**src/rtl/overcurrent_monitor.sv**
```systemverilog
// Overcurrent monitor: two independent channels that each synchronize a raw comparator input,
// debounce it into a fault flag, gate the motor enable, and run a trip / cooldown / auto-retry
// sequence that escalates to a latched lockout cleared only by an operator pulse.
module overcurrent_monitor #(
  parameter int unsigned DEBOUNCE     = 1000,
  parameter int unsigned COOLDOWN     = 50_000_000,
  parameter int unsigned CLEAR_WINDOW = 100_000_000,
  parameter int unsigned MAX_RETRY    = 3,
  parameter int unsigned CW           = 27
) (
  input  logic       clock,
  input  logic       reset,
  input  logic       cur_a_raw,
  input  logic       cur_b_raw,
  input  logic       fault_clear,
  output logic       SensorA,
  output logic       SensorB,
  output logic       motor_en_a,
  output logic       motor_en_b,
  output logic       lockout_a,
  output logic       lockout_b,
  output logic [3:0] retry_cnt_a,
  output logic [3:0] retry_cnt_b
);

  typedef enum logic [1:0] {StRun = 2'd0, StCool = 2'd1, StLock = 2'd2} state_e;

  // Terminal counts, pre-truncated to the shared counter width.
  localparam logic [CW-1:0] DebLast  = CW'(DEBOUNCE - 1);
  localparam logic [CW-1:0] CoolLast = CW'(COOLDOWN - 1);
  localparam logic [CW-1:0] ClrLast  = CW'(CLEAR_WINDOW - 1);
  localparam logic [3:0]    RetryMax = 4'(MAX_RETRY);

  logic [1:0] raw;
  logic [1:0] sensor;
  logic [1:0] motor_en;
  logic [1:0] lockout;
  logic [3:0] retry_cnt [2];

  assign raw = {cur_b_raw, cur_a_raw};

  for (genvar c = 0; c < 2; c++) begin : g_ch
    logic          sync1_q, s_q;
    state_e        state_q, state_d;
    logic [CW-1:0] deb_q, deb_d;
    logic [CW-1:0] clr_q, clr_d;
    logic [CW-1:0] tmr_q, tmr_d;
    logic [3:0]    retry_q, retry_d, retry_inc;
    logic          sensor_q, sensor_d;
    logic          motor_en_q, motor_en_d;
    logic          lockout_q, lockout_d;

    // Two-flop synchronizer for the asynchronous comparator input.
    always_ff @(posedge clock) begin
      if (reset) begin
        sync1_q <= 1'b0;
        s_q     <= 1'b0;
      end else begin
        sync1_q <= raw[c];
        s_q     <= sync1_q;
      end
    end

    // State register and per-channel counters.
    always_ff @(posedge clock) begin
      if (reset) begin
        state_q <= StRun;
        deb_q   <= '0;
        clr_q   <= '0;
        tmr_q   <= '0;
        retry_q <= '0;
      end else begin
        state_q <= state_d;
        deb_q   <= deb_d;
        clr_q   <= clr_d;
        tmr_q   <= tmr_d;
        retry_q <= retry_d;
      end
    end

    // Next-state and counter update logic.
    always_comb begin
      state_d   = state_q;
      deb_d     = deb_q;
      clr_d     = clr_q;
      tmr_d     = tmr_q;
      retry_d   = retry_q;
      retry_inc = (retry_q == 4'hF) ? 4'hF : retry_q + 4'd1;
      unique case (state_q)
        StRun: begin
          if (s_q) begin
            clr_d = '0;
            if (deb_q == DebLast) begin
              // Trip: increments from the pre-clear value, so it beats the clear window.
              retry_d = retry_inc;
              deb_d   = '0;
              tmr_d   = '0;
              state_d = (retry_inc >= RetryMax) ? StLock : StCool;
            end else begin
              deb_d = deb_q + 1'b1;
            end
          end else begin
            deb_d = '0;
            if (clr_q == ClrLast) begin
              retry_d = '0;
            end else begin
              clr_d = clr_q + 1'b1;
            end
          end
        end
        StCool: begin
          if (fault_clear) begin
            // Operator clear wins over a coincident cooldown timeout.
            state_d = StRun;
            retry_d = '0;
            deb_d   = '0;
            clr_d   = '0;
          end else if (tmr_q == CoolLast) begin
            state_d = StRun;
            deb_d   = '0;
            clr_d   = '0;
          end else begin
            tmr_d = tmr_q + 1'b1;
          end
        end
        StLock: begin
          if (fault_clear) begin
            state_d = StRun;
            retry_d = '0;
            deb_d   = '0;
            clr_d   = '0;
          end
        end
        default: begin
          state_d = StRun;
        end
      endcase
    end

    // Output decode from the next state so the registered flags change on the transition edge.
    always_comb begin
      sensor_d   = (state_d != StRun);
      motor_en_d = (state_d == StRun);
      lockout_d  = (state_d == StLock);
    end

    // Output registers; all held low during reset so the enable rises one cycle after release.
    always_ff @(posedge clock) begin
      if (reset) begin
        sensor_q   <= 1'b0;
        motor_en_q <= 1'b0;
        lockout_q  <= 1'b0;
      end else begin
        sensor_q   <= sensor_d;
        motor_en_q <= motor_en_d;
        lockout_q  <= lockout_d;
      end
    end

    assign sensor[c]    = sensor_q;
    assign motor_en[c]  = motor_en_q;
    assign lockout[c]   = lockout_q;
    assign retry_cnt[c] = retry_q;
  end

  assign SensorA     = sensor[0];
  assign SensorB     = sensor[1];
  assign motor_en_a  = motor_en[0];
  assign motor_en_b  = motor_en[1];
  assign lockout_a   = lockout[0];
  assign lockout_b   = lockout[1];
  assign retry_cnt_a = retry_cnt[0];
  assign retry_cnt_b = retry_cnt[1];

endmodule

```
**config.mk**
```make
export PLATFORM = sky130hd
export DESIGN_NAME = overcurrent_monitor
export DESIGN_NICKNAME = d
export VERILOG_FILES = /design/src/rtl/overcurrent_monitor.sv
export SDC_FILE = /design/constraint.sdc
export NUM_CORES = 1
export LEC_CHECK = 0
export BUFFER_PORTS_ARGS = -buffer_cell sky130_fd_sc_hd__buf_2
export CORE_MARGIN = 2
export CORE_UTILIZATION = 24
export DETAILED_ROUTE_END_ITERATION = 8
export GPL_TIMING_DRIVEN = 0
export PLACE_DENSITY = 0.42
export SLEW_MARGIN = 20
export SYNTH_ARGS = -nofsm -noshare
export SYNTH_HDL_FRONTEND = slang
export SYNTH_SLANG_ARGS = --single-unit
export TNS_END_PERCENT = 5
```
**constraint.sdc**
```tcl
create_clock -name clock -period 2.75 [get_ports clock]
set_input_delay 0.275 -clock clock [delete_from_list [all_inputs] [get_ports clock]]
set_output_delay 0.275 -clock clock [all_outputs]
set_load 0.01 [all_outputs]
```
# Word level (Yosys, flattened, before mapping)
# Index checks and enable logic that the tools add are counted.
dict set report totals {
  register_bits 184
  inputBits 5
  elab_cells 138
}
dict set report op_classes {
  add_sub_neg 8
  magnitude_cmp 2
  eq_ne 34
  n_mux 52
  reduce_logical 22
}
# op n
set ops {}
lappend ops {{$mux 27} 21}
lappend ops {{$pmux 27 s3} 4}
lappend ops {{$add 27x1->27 const B} 6}
lappend ops {{$pmux 27 s2} 2}
lappend ops {{$eq 27x10->1 const B} 2}
lappend ops {{$eq 27x26->1 const B} 2}
lappend ops {{$eq 27x27->1 const B} 2}
lappend ops {{$mux 4} 9}
lappend ops {{$mux 2} 12}
lappend ops {{$ne 3x3->1 const B} 8}
lappend ops {{$ne 2x2->1 const B} 10}
lappend ops {{$pmux 4 s2} 2}
lappend ops {{$reduce_and 4->1} 4}
lappend ops {{$pmux 2 s3} 2}
lappend ops {{$reduce_bool 2->1} 6}
lappend ops {{$reduce_and 5->1} 2}
lappend ops {{$add 4x1->4 const B} 2}
lappend ops {{$eq 2x2->1 const B} 4}
lappend ops {{$eq 4x4->1 const B} 2}
lappend ops {{$ge 4x2->1 const B} 2}
lappend ops {{$logic_not 2->1} 4}
lappend ops {{$reduce_and 3->1} 2}
lappend ops {{$reduce_bool 3->1} 2}
lappend ops {{$eq 2x1->1 const B} 2}
lappend ops {{other kinds (2)} 4}

# Logic depth before layout (Yosys ltp)
dict set report logic_depth {
  ltp_word 8
  mapped_depth 10
}

# Least setup slack after synthesis
# Ideal clock, no wire load.
dict set report synth_timing {
  kind {register to register}
  from {reg g_ch[0].deb_q[13]}
  to {reg g_ch[0].tmr_q[9]}
  setup_time_ns 0.132
  arrival_ns 2.314
  required_time_ns 2.618
  path_slack_ns 0.304
  stages_incl_launch_ff 8
  path_buffers 1
  period_less_slack_ns 2.446
  cell_sequence {dfxtp_1 -> or4_1 -> nor4_2 -> a31oi_2 -> a211o_4 -> clkbuf_1 -> o41ai_1 -> a21oi_1}
}
dict set report synth_via {
  elab_chain_cells 3
}
# element line_no
set synth_rtl {}
lappend synth_rtl {{start: declaration} 45} ;# logic [CW-1:0] deb_q, deb_d;
lappend synth_rtl {{start signal: assignment} 68} ;# deb_q <= '0;
lappend synth_rtl {{start signal: assignment} 74} ;# deb_q <= deb_d;
lappend synth_rtl {{$eq 27x10->1} 93} ;# if (deb_q == DebLast) begin
lappend synth_rtl {{$ne 2x2->1 (no source line)} n/a}
lappend synth_rtl {{$reduce_and 5->1 (no source line)} n/a}
lappend synth_rtl {{end signal: assignment} 76} ;# tmr_q <= tmr_d;
lappend synth_rtl {{end: declaration} 47} ;# logic [CW-1:0] tmr_q, tmr_d;
# Every way passes these cells.
# A chain may end at the register's enable or synchronous reset.

# Final worst setup path
dict set report layout_timing {
  from {reg g_ch[1].deb_q[1]}
  to {reg g_ch[1].tmr_q[25]}
}
dict set report layout_via {
  elab_chain_cells 3
}
# element line_no
set layout_rtl {}
lappend layout_rtl {{start: declaration} 45}
lappend layout_rtl {{start signal: assignment} 68}
lappend layout_rtl {{start signal: assignment} 74}
lappend layout_rtl {{$eq 27x10->1} 93}
lappend layout_rtl {{$ne 2x2->1 (no source line)} n/a}
lappend layout_rtl {{$reduce_and 5->1 (no source line)} n/a}
lappend layout_rtl {{end signal: assignment} 76}
lappend layout_rtl {{end: declaration} 47}
# Every way passes these cells.

==> reports/results.tsv <==
metric	value	unit
status	finished clean	
multi-input combinational cell area	6170	µm²
WHS	0.0522	ns
Initial DRC Count	545	
pin count of the biggest net entering global routing	17	
Final GP Congestion	0.801	
Worst setup EP type	flop	
crit path kind	flop to flop	
CP Launch Point	g_ch[1].deb_q[1]	
Post-synth EDFFs	0	
final net count	1347	
number of diodes	0	
Layout area overhead	19.0	%
dpl cell area	10700	µm²
Worst VDD drop	0.000476	V
cells along the critical path	ha_4 -> nand4_1 -> or3_4 -> o31ai_4 -> o211ai_1 -> clkbuf_8 -> or4_1 -> a21oi_1	
final instance area	11800	µm²
#FFs+latches synth	184	
vias in the first global route	9241	
starting density of the core	24.3	%
area share of the leading cell type in the synthesized netlist	37.2	%
Ys Warns	0	
Num CTS Buffers	17	
clock skew	0.0145	ns
total global-route track usage	14.8	%
first-pass GRT wire length	51300	µm
Min Clock Period, post-route	2.69	ns
CP Launch Type	flop	
Final Slew Violations	0	
deepest clock path buffer count	2	
TritonCTS clock tree	done	
initial antenna violation count	0	
Rows	74	
CTS H-tree lvls	4	
Syn Nets	1288	
cell at the slowest stage of the critical path	or3_4	
top cells by area, synth	dfxtp_1 (37%), a21oi_1 (5.8%), nand2_1 (4.8%)	
post-layout total power	5330	µW
register area	3690	µm²
die area	43000	µm²
leading area contributor after synthesis	dfxtp_1	
Avg Inst Size Synth	7.83	µm²
Port Buf Inserts	18	
Avg WL per Cell	17.1	µm
post-synthesis cell count	1267	
Die Span X	207	µm
overall routed net length	32100	µm
Fmax	0.371	GHz
core area	40800	µm²
PwrDens	452	nW/µm²
most common cell after layout, fill and taps aside	dfxtp_1	
Filler Cells Inserted	4347	
antenna viol nets, final	0	
Pre-Repair DR Iteration Count	5	
Detailed Place HPWL	22300	µm
Top Ports	19	
leak pwr	0.00388	µW
hold_sp	cur_a_raw	
Final Cycle Share	97.9	%
commonest cells after routing, fill and taps aside	dfxtp_1 (179), nand2_1 (127), a21oi_1 (114), nor2_1 (106), nand3_1 (83)	
RSZ-0062 raised after global routing	true	
area of the mapped netlist	9910	µm²
Synth async-reset ratio	0	%
critical-path maximum fanout	5	
Rel. slew slack	42.2	%
layout cells sized above 1	12.4	%
actual slew at the worst max-slew pin	0.867	ns
count of final hold-check violations	0	
Worst EP arrival	3.08	ns
register area share after synthesis	37.2	%
grt ovf	0	
biggest cell delay along the critical path	0.47	ns
Max-Cap Viols	0	
DR vias/cell	5.33	
ys flop type	dfxtp_1	
Data required, critical path	3.13	ns
count of final setup violators	0	
Clock Tree Root	clkbuf_16	
CTS clk-pin slew, worst paths	0.07	ns
Min-Delay Path Class	input port to flop	
clock latency on the worst-skew pair	0.46	ns
clk sinks	184	
number of library cell types mapped by synthesis	66	
TNS Setup	0	ns
DRC violations left	0	
Die Y	207	µm
RR Startpoint	g_ch[1].deb_q[1]	
via count	9980	
## logic make-up after synthesis
kind of cell	Yosys count	synth area share [%]
AO/OA/AOI/OAI	359	23.2
XOR/XNOR	8	0.707
adder cells (fa/ha/maj)	16	2.02
buffers and inverters	86	3.37
flip-flops	184	37.2
multiplexers	10	1.01
AND/OR/NAND/NOR	604	32.5
## registers in the layout, summed over array words and instances (netlist names)
name          count
SensorA           1
g_ch.tmr_q       54
motor_en_a        1
lockout_b         1
g_ch.state_q      4
g_ch.sync1_q      2
g_ch.clr_q       54
g_ch.s_q          2
g_ch.deb_q       54
SensorB           1
retry_cnt_b       4
retry_cnt_a       4
motor_en_b        1
lockout_a         1
## stage by stage
stage	cells	util, %	setup WS, ns
3_5_place_dp	1818	26.2	-0.756
4_1_cts	1853	28.1	-0.0327
3_3_place_gp	1817	26.1	-0.698
2_1_floorplan	1267	-	0.304
5_1_grt	1871	28.9	-0.0159
6_report	1871	28.9	0.0567
## power breakdown
group	internal, µW	switching [µW]	total (µW)	leakage (µW)
clock	1300	1140	2440	0.000263
combinational	56.5	156	212	0.00213
sequential	2670	11.4	2680	0.00149
## Yosys cell counts, types with 3 or more instances
| library cell | instances |
|---|---|
| a211oi_1 | 9 |
| a21o_1 | 4 |
| a21oi_1 | 115 |
| a311oi_1 | 13 |
| a31o_2 | 4 |
| a31oi_1 | 22 |
| a32o_1 | 8 |
| a41oi_1 | 12 |
| and2_1 | 8 |
| and3_1 | 18 |
| and4_1 | 13 |
| buf_1 | 3 |
| buf_2 | 3 |
| clkbuf_1 | 54 |
| dfxtp_1 | 184 |
| ha_1 | 16 |
| inv_1 | 25 |
| mux2i_1 | 10 |
| nand2_1 | 128 |
| nand2b_1 | 15 |
| nand3_1 | 83 |
| nand3b_1 | 9 |
| nand4_1 | 40 |
| nand4b_1 | 8 |
| nor2_1 | 108 |
| nor2b_1 | 11 |
| nor3_1 | 41 |
| nor3b_1 | 4 |
| nor4_1 | 19 |
| nor4_2 | 4 |
| nor4b_1 | 5 |
| o211ai_1 | 20 |
| o21a_1 | 16 |
| o21ai_0 | 85 |
| o22a_1 | 4 |
| o31ai_1 | 20 |
| o41ai_1 | 5 |
| or2_2 | 6 |
| or3_1 | 33 |
| or4_1 | 43 |
| xor2_1 | 7 |
## metal layers
layer	share of wire, %	wire length (µm)	vias to the layer above	global-route usage, %
met1	50	16100	4829	20.7
met3	3.6	1150	26	2.24
met4	1.4	447	0	4.16
met2	45	14400	184	23.4
met5	0	0	-	0
li1	-	-	4941	-
## area by class of cell
class                      count  share of cell area (%)
clock buffer                  22                    3.94
sequential                   184                    31.3
inverter                      25                   0.796
multi-input combinational    997                    52.3
tap                          532                    5.64
clock inverter                10                   0.817
timing repair buffer          42                    2.56
buffer                        59                    2.58
## critical path: cells and delay by family (launching register included)
kind / cells / cell delay (ns)
flip-flops: 1 / 0.37
AND/OR/NAND/NOR: 3 / 1.07
adder cells (fa/ha/maj): 1 / 0.15
AO/OA/AOI/OAI: 3 / 0.80
buffers and inverters: 1 / 0.23
## timing repair
action | 4_1_cts | 5_1_grt
gates resized for setup | 53 | 62
hold buffers | 0 | 0
endpoints found under the hold margin | 0 | 0
gates cloned | 0 | 1
pin swaps | 6 | 20
buffers inserted | 5 | 17
setup endpoints to repair | 166 | 151
## path summary, 6_finish.rpt
path / to / slack, ns / depth (start not counted)
setup / recovery: g_ch[1].tmr_q[25] / 0.06 / 8
hold / removal: g_ch[0].sync1_q / 0.05 / 2
setup reg to reg: g_ch[1].tmr_q[25] / 0.06 / 8
hold reg to reg: g_ch[1].s_q / 0.45 / 1
Power figures use the tool's default switching activity.
